==> src/rtl/lc3_writeback.sv <==
// LC3 writeback stage: result select, 8x16 register file, PSR condition codes, registered read ports.
// Optional macro LC3_WRITEBACK_BYPASS_EN forwards a same-edge write to the read ports.
module lc3_writeback #(
    parameter int         DATA_W    = 16,
    parameter int         NUM_REGS  = 8,
    parameter logic [2:0] PSR_RESET = 3'b000,
    localparam int        ADDR_W    = $clog2(NUM_REGS)
) (
    input  logic              clock,
    input  logic              reset,
    input  logic              enable_writeback,
    input  logic [1:0]        W_Control,
    input  logic [DATA_W-1:0] aluout,
    input  logic [DATA_W-1:0] pcout,
    input  logic [DATA_W-1:0] memout,
    input  logic [ADDR_W-1:0] dr,
    input  logic [ADDR_W-1:0] sr1,
    input  logic [ADDR_W-1:0] sr2,
    output logic [2:0]        psr,
    output logic [DATA_W-1:0] VSR1,
    output logic [DATA_W-1:0] VSR2,
    output logic              enable_writeback_status
);

    logic [DATA_W-1:0] dr_in;
    logic              write_en;
    logic [DATA_W-1:0] rf_q [NUM_REGS];

    logic [2:0]        psr_reg;
    logic [2:0]        psr_next;
    logic [DATA_W-1:0] vsr1_reg;
    logic [DATA_W-1:0] vsr1_next;
    logic [DATA_W-1:0] vsr2_reg;
    logic [DATA_W-1:0] vsr2_next;
    logic              status_reg;

    always_comb begin
        dr_in = memout;
        case (W_Control)
            2'd0:    dr_in = aluout;
            2'd1:    dr_in = pcout;
            default: dr_in = memout;
        endcase
    end

    // Select value 3 is the "no write" code and overrides the commit strobe.
    assign write_en = enable_writeback && (W_Control != 2'd3);

    generate
        for (genvar gi = 0; gi < NUM_REGS; gi++) begin : g_rf
            logic [DATA_W-1:0] entry_reg;

            always_ff @(posedge clock or negedge reset) begin
                if (!reset) begin
                    entry_reg <= '0;
                end else if (write_en && (dr == ADDR_W'(gi))) begin
                    entry_reg <= dr_in;
                end
            end

            assign rf_q[gi] = entry_reg;
        end
    endgenerate

    always_comb begin
        psr_next = psr_reg;
        if (write_en) begin
            if (dr_in[DATA_W-1]) begin
                psr_next = 3'b100;
            end else if (dr_in == '0) begin
                psr_next = 3'b010;
            end else begin
                psr_next = 3'b001;
            end
        end
    end

    always_comb begin
        vsr1_next = rf_q[sr1];
        vsr2_next = rf_q[sr2];
`ifdef LC3_WRITEBACK_BYPASS_EN
        if (write_en && (dr == sr1)) begin
            vsr1_next = dr_in;
        end
        if (write_en && (dr == sr2)) begin
            vsr2_next = dr_in;
        end
`endif
    end

    always_ff @(posedge clock or negedge reset) begin
        if (!reset) begin
            psr_reg    <= PSR_RESET;
            vsr1_reg   <= '0;
            vsr2_reg   <= '0;
            status_reg <= 1'b0;
        end else begin
            psr_reg    <= psr_next;
            vsr1_reg   <= vsr1_next;
            vsr2_reg   <= vsr2_next;
            status_reg <= enable_writeback;
        end
    end

    assign psr                     = psr_reg;
    assign VSR1                    = vsr1_reg;
    assign VSR2                    = vsr2_reg;
    assign enable_writeback_status = status_reg;

    // Unknown select or destination during a commit would corrupt the register file silently.
    a_no_x_on_commit: assert property (@(posedge clock) disable iff (!reset)
        enable_writeback |-> !$isunknown({W_Control, dr}));

endmodule

==> config.mk <==
export PLATFORM = sky130hd
export DESIGN_NAME = lc3_writeback
export DESIGN_NICKNAME = d
export VERILOG_FILES = /design/src/rtl/lc3_writeback.sv
export SDC_FILE = /design/constraint.sdc
export NUM_CORES = 1
export LEC_CHECK = 0
export BUFFER_PORTS_ARGS = -buffer_cell sky130_fd_sc_hd__buf_2
export CAP_MARGIN = 15
export CORE_MARGIN = 1
export CORE_UTILIZATION = 25
export CTS_BUF_LIST = sky130_fd_sc_hd__clkbuf_8
export DETAILED_ROUTE_END_ITERATION = 7
export GPL_TIMING_DRIVEN = 0
export PLACE_DENSITY = 0.51
export SYNTH_ARGS = -nofsm -noshare
export SYNTH_HDL_FRONTEND = slang
export SYNTH_SLANG_ARGS = --single-unit
export TNS_END_PERCENT = 20
==> constraint.sdc <==
create_clock -name clock -period 1.2 [get_ports clock]
set_input_delay 0 -clock clock [delete_from_list [all_inputs] [get_ports clock]]
set_output_delay 0 -clock clock [all_outputs]
set_load 0.1 [all_outputs]
* Yosys cells after proc, flatten, opt, wreduce, memory -nomap -nowiden
Cells that the tools add are included.
** Storage, ports and cells
- Register bits :: 164
- Input bits :: 62
** Cells by class
- $lt $le $gt $ge :: 2
- Equality and inequality tests :: 9
- Multiplexer cells :: 9
- Bitwise operators :: 2
- Reduce and logical (&&, ||, !) cells :: 12
** Operators with widths (count)
- binary-select mux 16 bit (select 3 bit) :: 2
- 2-to-1 mux 16 bit :: 4
- one-hot mux 16 bit (2 select lines) :: 1
- logical NOT 16 bit :: 1
- == test 3 bit (second input constant) :: 4
- logical AND 1 bit :: 9
- greater-or-equal comparator 4 bit (second input constant) :: 2
- NOT 3 -> 4 bit :: 2
- == test 3 x 2 -> 1 bit (second input constant) :: 2
- == test 3 x 1 -> 1 bit (second input constant) :: 1
- logical NOT 3 bit :: 1
- 2-to-1 mux 3 bit :: 1
- == test 2 x 1 -> 1 bit (second input constant) :: 1
- logical NOT 2 bit :: 1
- 2-to-1 mux 2 bit :: 1
- != test 2 bit (second input constant) :: 1

* Logic depth before layout (Yosys ltp)
Gate-level depths: netlist of the first run.
- Word-level depth :: 5
- Mapped depth :: 8

* Worst setup path after synthesis of the first run
No wires, ideal clock.
- Path type :: input to register
- Start :: input W_Control[0]
- End :: register g_rf[1].entry_reg[10]
- Setup time :: 0.125 ns
- Data arrival time :: 1.403 ns
- Setup slack :: -0.327 ns
- Stages :: 6
- Cells stage by stage :: buf_6 > a21bo_4 > buf_6 > nor4b_4 > buf_6 > mux2_2
** On the way
- Cells in the longest elaborated chain, start to end :: 3
- Elaborated cells on any way between the ends :: 6
** RTL lines
- start, declared :: line 12 : input logic [1:0] W_Control,
- branches (longest 3 deep; another with one-hot mux 16 bit (2 select lines))
- end signal, assigned :: line 57 : entry_reg <= dr_in;
- end, declared :: line 51 : logic [DATA_W-1:0] entry_reg;
Parallel ways; which one is timed is not known.
A chain may end at the register's enable or synchronous reset.

* Worst setup path in the final report of the first run
- Start :: register g_rf[3].entry_reg[12]
- End :: register vsr1_reg[12], in the netlist VSR1[12]
** On the way
- Cells in the longest elaborated chain, start to end :: 3
** RTL lines
- start, declared :: line 51
- start signal, assigned :: line 57
- binary-select mux 16 bit (select 3 bit) :: line 79 : vsr1_next = rf_q[sr1];
- 2-to-1 mux 16 bit (implied by the code) (2 in series) :: line 79
- via vsr1_next[12] :: line 32 : logic [DATA_W-1:0] vsr1_next;
- end signal, assigned :: line 99 : vsr1_reg <= vsr1_next;
- end, declared :: line 31 : logic [DATA_W-1:0] vsr1_reg;
The timed path passes the listed nets, and every way through them passes these cells. The select of a mux whose other input is x is not followed.

==> flow_summary.toml, run 1 <==
[status]
status = "finished with violations"
violations = "negative setup slack"

[global_route]
grt-ovfl-total = 0
grt_pass1_vias = 5598
grt_usage_pct = 14.9
grt_pass1_wl_um = 35700
antenna_found_initial = 0
grt_max_degree = 102

[die]
die_x_um = 181
pin_count = 98
dieArea_um2 = 32800
dieHeight_um = 181
start_util_pct = 25.5
core_um2 = 31600
rows = 65

[sta]
final.setup.tns_ns = -3.35
worst_slack_ns = -0.137
setup_viol = 44
skew_ns = 0.0146
worst_slew_pin_slew_ns = 0.830
fmax_mhz = 748
min_period_ns = 1.34
slew_violations = 0
relSlewSlack_pct = 44.7
grt_setup_unrepaired = "yes"
layout_worst_path_cycle_share_pct = 111
holdWs_ns = 0.0210
hold_viol_final = 0

[drt]
ant_nets = 0
vias_per_cell = 4.83
wl_per_cell_um = 20.9
drtIter0Drc = 335
vias = 5470
drc = 0
finalWirelength_um = 23700
drtPass1Iterations = 4

[synthesis]
avgSynthCellArea_um2 = 13.7
ys_warn_count = 0
synth_edf_count = 0
syn_area_um2 = 8030
synthArstFlopShare_pct = 100
syn_inst = 585
syn-num-nets = 647
ys_ff_latch = 164
yosysUniqueCellTypes = 24
synth.yosys.seq_area_share_pct = 51.1
synthFlopType = "dfrtp_1"

[setup_path]
r2r_start = "g_rf[3].entry_reg[12]"
worstPathCellList = "mux4_2 -> mux2_4"
cp_data_arrival_time_ns = 1.68
slowest_delay_ns = 0.52
crit_end = "VSR1[12]"
start_kind = "register"
cp_slowest_cell = "mux4_2"
crit_start = "g_rf[3].entry_reg[12]"
r2r_cells = 2
path_class = "register to register"
cp.required_ns = 1.54
crit_fanout = 3
r2r_end = "VSR1[12]"
ff2ff_setup_slack_ns = -0.14
cp-end-kind = "register"

[worst_hold_path]
holdCritPathClass = "input pin to register"

[final_layout]
final_nets = 780
final_common_cell = "dfrtp_1"
instances_no_fill = 1133
diodes = 0
area_growth_pct = 24.6
largest_reg_flops = 128
drive_gt1_share_pct = 48.3
final_cell_mix = "164 x dfrtp_1, 84 x nand2_1, 81 x o21ai_0"

[pwr]
ir_drop_mv = 1.35
finalPower_w = 0.0187
leakagePower_nw = 4.41
power_density_nw_per_um2 = 1870

[placed_design]
placed_cells = 1077
place_congestion = 0.763
dp_hpwl_um = 16500
pre_cts_ws_ns = -1.16
io_buffer_count = 89

[clocking]
cts-htree-levels = 4
cts_buffers = 17
clkLatencyLatePin_ns = 0.46
cts_tree = "done"
path_clk_slew_ns = 0.09
cts.sinks = 164
cts_buffer_depth = 2
cts_root_buf = "clkbuf_8"

[job]
maxCapViolCount = 0
-- cell type report --
cell class	count	area (µm²)
Multi-Input combinational cell	375	3940
Buffer	45	294
Sequential cell	164	4100
Inverter	1	3.75
Clock inverter	14	153
Fill cell	3179	21500
Timing Repair Buffer	114	767
Clock buffer	18	248
Tap cell	402	503
-- kinds of logic (layout without fill, tap and decap cells) --
| logic type | after synthesis | after routing | synth area share [%] |
|---|---|---|---|
| buf+inv | 46 | 192 | 2.79 |
| flops | 164 | 164 | 51.1 |
| simple gates | 99 | 99 | 5.76 |
| compound gates | 100 | 100 | 6.95 |
| mux | 176 | 176 | 33.4 |
-- repair_timing --
action	4_1_cts	5_1_grt
endpoints found under the hold margin	88	0
gates cloned	0	0
gates resized for setup	82	40
hold buffers	3	0
endpoints found under the setup margin	135	104
buffers inserted	8	13
pin swaps	5	0
-- worst min path at each step --
stage | startpoint | to | slack (ns) | cells past startpoint
2_1_floorplan | reset | VSR1[0] | -0.30 | 0
3_3_place_gp | enable_writeback | enable_writeback_status | 0.13 | 1
3_5_place_dp | reset | VSR2[11] | -0.02 | 1
4_1_cts | memout[12] | g_rf[4].entry_reg[12] | 0.001 | 4
5_1_grt | memout[8] | g_rf[5].entry_reg[8] | 0.02 | 4
6_report | memout[12] | g_rf[5].entry_reg[12] | 0.02 | 4
-- synth_stat cells, types with 2 or more instances --
cell	count	area share (%)
nand4_1	4	0.31
nand2_1	84	3.9
mux2i_1	16	2.0
o21a_1	16	1.5
nand3b_1	2	0.19
buf_4	3	0.28
buf_1	4	0.19
clkbuf_1	26	1.2
nor2_1	3	0.14
buf_2	8	0.50
dfrtp_1	164	51
nor4b_4	2	0.59
buf_6	4	0.56
o21ai_0	81	5.0
mux4_2	64	18
mux2_2	96	13
-- routing by layer --
metal	share of wire, %	global-route usage, %
met1	47	21.7
met2	47	22.6
met3	5.1	3.33
met4	1.2	2.85
met5	0	0
-- stage by stage --
stage          util, %  instance area (µm²)
4_1_cts           31.1                 9830
6_report          31.7                10000
2_1_floorplan        -                 8110
3_5_place_dp      28.8                 9100
3_3_place_gp      28.7                 9060
5_1_grt           31.7                10000
-- power by group --
group	internal [W]	leakage [nW]	switching [W]
Sequential	0.00687	2.06	0.000833
Combinational	0.00275	2.16	0.00409
Clock	0.00193	0.191	0.00223
-- worst max-delay path: cells and delay by family (launching register included) --
| kind | cells | cell delay [ns] |
|---|---|---|
| muxes | 2 | 0.84 |
| DFF | 1 | 0.39 |
No activity file was read; power rests on OpenSTA's default activity.
==> run 2: changes to the inputs <==
Settings changed: CELL_PAD_IN_SITES_DETAIL_PLACEMENT set to 2, CELL_PAD_IN_SITES_GLOBAL_PLACEMENT set to 2, PLACE_DENSITY 0.51 to 0.64.
==> flow_summary.toml, run 2 (same netlist as run 1, synthesis figures left out) <==
[setup_path]
r2r_cells = 2
start_kind = "register"
path_class = "register to register"
cp_data_arrival_time_ns = 1.69
crit_fanout = 3
crit_start = "g_rf[0].entry_reg[12]"
r2r_end = "VSR1[12]"
cp-end-kind = "register"
r2r_start = "g_rf[0].entry_reg[12]"
ff2ff_setup_slack_ns = -0.13
cp.required_ns = 1.56
crit_end = "VSR1[12]"

[pwr]
pwr-share-seq_pct = 39.9
internal_power_w = 0.0119
p_switching_w = 0.00749
finalPower_w = 0.0194
power_density_nw_per_um2 = 1920
leakagePower_nw = 4.44
p_clk_share_pct = 24.2
ir_drop_mv = 1.03
combPwrFrac_pct = 35.9
p_sw_share_pct = 38.5

[final_layout]
final_cell_mix = "164 x dfrtp_1, 84 x nand2_1, 81 x o21ai_0"
diodes = 0
final_nets = 777
fillerInstances = 3337
final_common_cell = "dfrtp_1"
drive_gt1_share_pct = 48.4
seq_area_um2 = 4100
instances_no_fill = 1130
final_util_pct = 32.0
area_growth_pct = 25.8
multi_input_area_um2 = 3960
largest_reg_flops = 128

[global_route]
grt_pass1_wl_um = 42000
grt-ovfl-total = 0
grt_pass1_vias = 6508
grt_usage_pct = 17.5
grt_max_degree = 84
antenna_found_initial = 1

[die]
die_x_um = 181
rows = 65
core_um2 = 31600
dieArea_um2 = 32800
start_util_pct = 25.5
dieHeight_um = 181
pin_count = 98

[sta]
skew_ns = 0.0148
worst_slack_ns = -0.130
grt_setup_unrepaired = "yes"
min_period_ns = 1.33
slew_violations = 0
fmax_mhz = 752
hold_viol_final = 0
relSlewSlack_pct = 40.1
worst_slew_pin_slew_ns = 0.899
layout_worst_path_cycle_share_pct = 111
setup_viol = 47
holdWs_ns = 0.0162

[clocking]
path_clk_slew_ns = 0.11
cts.sinks = 164
cts-htree-levels = 4
clkLatencyLatePin_ns = 0.48
cts_root_buf = "clkbuf_8"
cts_buffers = 17
cts_buffer_depth = 2
cts_tree = "done"

[status]
violations = "negative setup slack"
status = "finished with violations"

[drt]
wl_per_cell_um = 24.2
top_layer_used = "met4"
ant_nets = 0
vias = 5629
finalWirelength_um = 27300
vias_per_cell = 4.98
drtPass1Iterations = 4
route.met3.wl_um = 1220
route.met2.wl_um = 13200
drtIter0Drc = 348
drc = 0
wl_met1_um = 12500

[placed_design]
placed_cells = 1077
dp_hpwl_um = 19100
io_buffer_count = 89
place_congestion = 0.742

[worst_hold_path]
holdCritPathClass = "input pin to register"

[job]
maxCapViolCount = 0
-- run 2: cell count changes in the layout (fill, tap and decap cells not counted), sizes merged --
| cell | previous run | this run |
|---|---|---|
| clkbuf | 43 | 37 |
| clkinv | 2 | 5 |
| bufinv | 2 | 4 |
| buf | 131 | 132 |
| clkinvlp | 5 | 0 |
| dlygate4sd3 | 3 | 4 |
| inv | 6 | 7 |
-- run 2: how the worst min path moves through the flow --
stage                           startpoint                       to  slack, ns  depth (start not counted)
after floorplan                      reset                  VSR1[0]      -0.30                          0
after global placement    enable_writeback  enable_writeback_status       0.14                          1
after detailed placement             reset                  VSR2[6]       0.06                          1
after CTS                       memout[10]    g_rf[5].entry_reg[10]      0.005                          4
after global routing             memout[9]     g_rf[6].entry_reg[9]       0.05                          4
final                           memout[10]    g_rf[4].entry_reg[10]       0.02                          4
-- run 2: per-layer routing --
layer / track usage [%] / vias up
met2: 28.4 / 153
met4: 4.61 / 0
met3: 3.29 / 28
li1: - / 2424
met5: 0 / -
met1: 23.8 / 3024
-- run 2: repair_timing --
action                                  in CTS  in global routing
hold buffers                                 4                  0
endpoints found under the hold margin       84                  0
endpoints found under the setup margin     169                 96
pin swaps                                    6                  1
resized for setup                           97                 35
setup buffers                               10                  7
-- run 2: critical path, cell delays in order, from the launching register on --
cell     delay, ns
dfrtp_1       0.43
mux4_2        0.48
mux2_2        0.31
-- run 2: final cells by class --
| cell class | count | area share, % |
|---|---|---|
| tap | 402 | 4.98 |
| buffer | 45 | 3.15 |
| multi-input combinational | 375 | 39.2 |
| inverter | 1 | 0.0372 |
| clock buffer | 17 | 2.32 |
| sequential | 164 | 40.6 |
| clock inverter | 15 | 2.13 |
| timing repair buffer | 111 | 7.52 |
-- run 2: per-stage QoR --
| stage | worst slack (ns) | area (µm²) | TNS [ns] |
|---|---|---|---|
| after floorplan | -0.325 | 8110 | -24.08 |
| after global placement | -2.66 | 9060 | -524.21 |
| after detailed placement | -1.26 | 9100 | -99.94 |
| after CTS | -0.154 | 9960 | -4.17 |
| after global routing | -0.151 | 10100 | -5.38 |
| final | -0.130 | 10100 | -4.23 |
-- run 2: power by group through the flow --
stage	logic, W	clock network, W	registers [W]
final	0.00697	0.00470	0.00775
after global routing	0.00733	0.00503	0.00794
after CTS	0.00684	0.00482	0.00776
after detailed placement	0.00639	0	0.00784
after global placement	0.00623	0	0.00774
after floorplan	0.00253	0	0.00997
==> run 3: changes to the inputs <==
Settings changed: ABC_AREA set to 1, PLACE_DENSITY 0.64 to 0.72.
==> flow_summary.toml, run 3 <==
[status]
status = "finished with violations"
violations = "negative hold slack, negative setup slack"

[synthesis]
avgSynthCellArea_um2 = 8.04
synth_edf_count = 0
synth_top_area_share_pct = 50.1
syn_area_um2 = 8200
synth.largest_area_cell = "dfrtp_1"
synthArstFlopShare_pct = 100
syn-num-nets = 1082
yosysMostFrequentCell = "o21ai_0"
yosysUniqueCellTypes = 20
yosys-top-cells-area = "dfrtp_1 50%, o21ai_0 14%, nand2_1 7.9%"
synthFlopType = "dfrtp_1"
syn_inst = 1020
synth_commonest_cells = "222 x o21ai_0, 173 x nand2_1, 164 x dfrtp_1"
ys_ff_latch = 164
synth.yosys.seq_area_share_pct = 50.1
ys_warn_count = 0

[clocking]
clkLatencyLatePin_ns = 0.48
cts-htree-levels = 4
cts_tree = "done"
cts.sinks = 164
cts_root_buf = "clkbuf_8"
path_clk_slew_ns = 0.09
cts_buffers = 17
cts_buffer_depth = 2

[die]
rows = 65
start_util_pct = 25.7
die_x_um = 183
core_um2 = 31900
dieHeight_um = 183
pin_count = 98
dieArea_um2 = 33500

[global_route]
grt_pass1_wl_um = 54000
antenna_found_initial = 0
grt_max_degree = 111
grt_usage_pct = 21.7
grt-ovfl-total = 0
grt_pass1_vias = 8978

[setup_path]
path_class = "input pin to register"
start_kind = "input pin"
cp-end-kind = "register"
crit_fanout = 10
crit_start = "sr1[0]"
ff2ff_setup_slack_ns = 0
r2r_cells = 6
crit_end = "VSR1[14]"
r2r_end = "VSR1[14]"
cp.required_ns = 1.51
cp_data_arrival_time_ns = 1.57
r2r_start = "g_rf[5].entry_reg[14]"

[sta]
hold_viol_final = 3
grt_setup_unrepaired = "yes"
worst_slew_pin_slew_ns = 0.922
setup_viol = 1
relSlewSlack_pct = 38.5
worst_slack_ns = -0.0525
skew_ns = 0.0157
layout_worst_path_cycle_share_pct = 104
fmax_mhz = 798
min_period_ns = 1.25
slew_violations = 0
holdWs_ns = -0.00625

[final_layout]
area_growth_pct = 25.5
instances_no_fill = 1593
final_cell_mix = "202 x o21ai_0, 171 x nand2_1, 164 x dfrtp_1"
diodes = 0
largest_reg_flops = 128
final_common_cell = "o21ai_0"
final_nets = 1210
final_util_pct = 32.3
drive_gt1_share_pct = 21.9

[worst_hold_path]
holdCritPathClass = "input pin to register"

[pwr]
ir_drop_mv = 0.668
p_switching_w = 0.00673
leakagePower_nw = 4.52
internal_power_w = 0.0104
combPwrFrac_pct = 31.6
p_clk_share_pct = 25.1
pwr-share-seq_pct = 43.3
p_sw_share_pct = 39.2
power_density_nw_per_um2 = 1670

[drt]
ant_nets = 0
wl_per_cell_um = 22.0
drc = 0
finalWirelength_um = 35100
vias_per_cell = 5.04
drtPass1Iterations = 5
vias = 8023
drtIter0Drc = 341

[placed_design]
pre_cts_ws_ns = -0.748
place_congestion = 0.798
placed_cells = 1549
dp_hpwl_um = 25100
io_buffer_count = 93

[job]
maxCapViolCount = 0
==> run 3: cell count changes in the layout (fill, tap and decap cells not counted), sizes merged, moves of 16 or more <==
| cell | before | now |
|---|---|---|
| inv | 7 | 112 |
| clkbuf | 37 | 76 |
| nand2 | 84 | 174 |
| o21a | 16 | 0 |
| mux4 | 64 | 0 |
| o21ai | 81 | 224 |
| a31oi | 0 | 32 |
| mux2i | 16 | 0 |
| mux2 | 96 | 32 |
| buf | 132 | 112 |
| a21oi | 0 | 128 |
| nand3 | 1 | 33 |
| nor2 | 3 | 47 |
==> run 3: layout make-up <==
class | count | area, µm²
Fill cell | 3729 | 21600
Tap cell | 435 | 544
Multi-Input combinational cell | 677 | 3770
Timing Repair Buffer | 109 | 739
Clock inverter | 10 | 135
Buffer | 72 | 330
Sequential cell | 164 | 4100
Clock buffer | 19 | 262
Inverter | 107 | 404
==> run 3: through the flow <==
stage	total power, W	TNS [ns]	hold slack [ns]	area (µm²)
2_1_floorplan	0.0108	-0.0514	-0.296	8320
3_3_place_gp	0.0123	-505.73	0.206	9330
3_5_place_dp	0.0125	-71.79	-0.0349	9370
4_1_cts	0.0171	-0.00246	-0.0995	10100
5_1_grt	0.0180	-0.987	0.00649	10300
6_report	0.0172	-0.0525	-0.00625	10300
==> run 3: worst min path at each step <==
stage	startpoint	end	slack, ns	cells after the start
after floorplan	reset	VSR1[0]	-0.30	0
final	dr[1]	g_rf[1].entry_reg[15]	-0.006	4
after CTS	sr1[2]	VSR1[15]	-0.1	4
after detailed placement	reset	g_rf[5].entry_reg[7]	-0.03	1
after global routing	dr[1]	g_rf[1].entry_reg[0]	0.006	4
after global placement	enable_writeback	enable_writeback_status	0.21	1
==> run 3: power by group through the flow <==
| stage | Sequential (W) | Combinational [W] | Clock [W] |
|---|---|---|---|
| 2_1_floorplan | 0.00868 | 0.00216 | 0 |
| 3_3_place_gp | 0.00742 | 0.00488 | 0 |
| 3_5_place_dp | 0.00749 | 0.00504 | 0 |
| 4_1_cts | 0.00741 | 0.00533 | 0.00439 |
| 5_1_grt | 0.00757 | 0.00587 | 0.00457 |
| 6_report | 0.00743 | 0.00542 | 0.00431 |
==> run 3: worst max-delay path, cell delays in order <==
cell	delay, ns
buf_2	0.12
clkbuf_2	0.27
clkbuf_1	0.49
a21oi_1	0.17
o21ai_1	0.19
nand2_1	0.14
nor2_2	0.13
a31oi_1	0.06
==> run 3: kinds of logic (layout without fill, tap and decap cells) <==
family,after synthesis,after routing,synth area share [%]
multiplexers,32,32,4.40
flip-flops,164,164,50.1
AND/OR/NAND/NOR,261,261,13.1
AO/OA/AOI/OAI,384,384,23.9
buffers and inverters,179,317,8.47
==> run 3: repair_timing <==
action,CTS,global route
hold buffers,11,2
endpoints found under the hold margin,101,3
pin swaps,4,11
setup buffers,2,1
resized for setup,86,56
endpoints found under the setup margin,97,48
==> run 3: layer usage <==
| layer | vias to the layer above | wire length, µm | GRT usage (%) |
|---|---|---|---|
| li1 | 3659 | - | - |
| met1 | 4135 | 16400 | 29.4 |
| met2 | 180 | 16500 | 35.2 |
| met3 | 49 | 1360 | 3.53 |
| met4 | 0 | 791 | 6.93 |
| met5 | - | 0 | 0 |
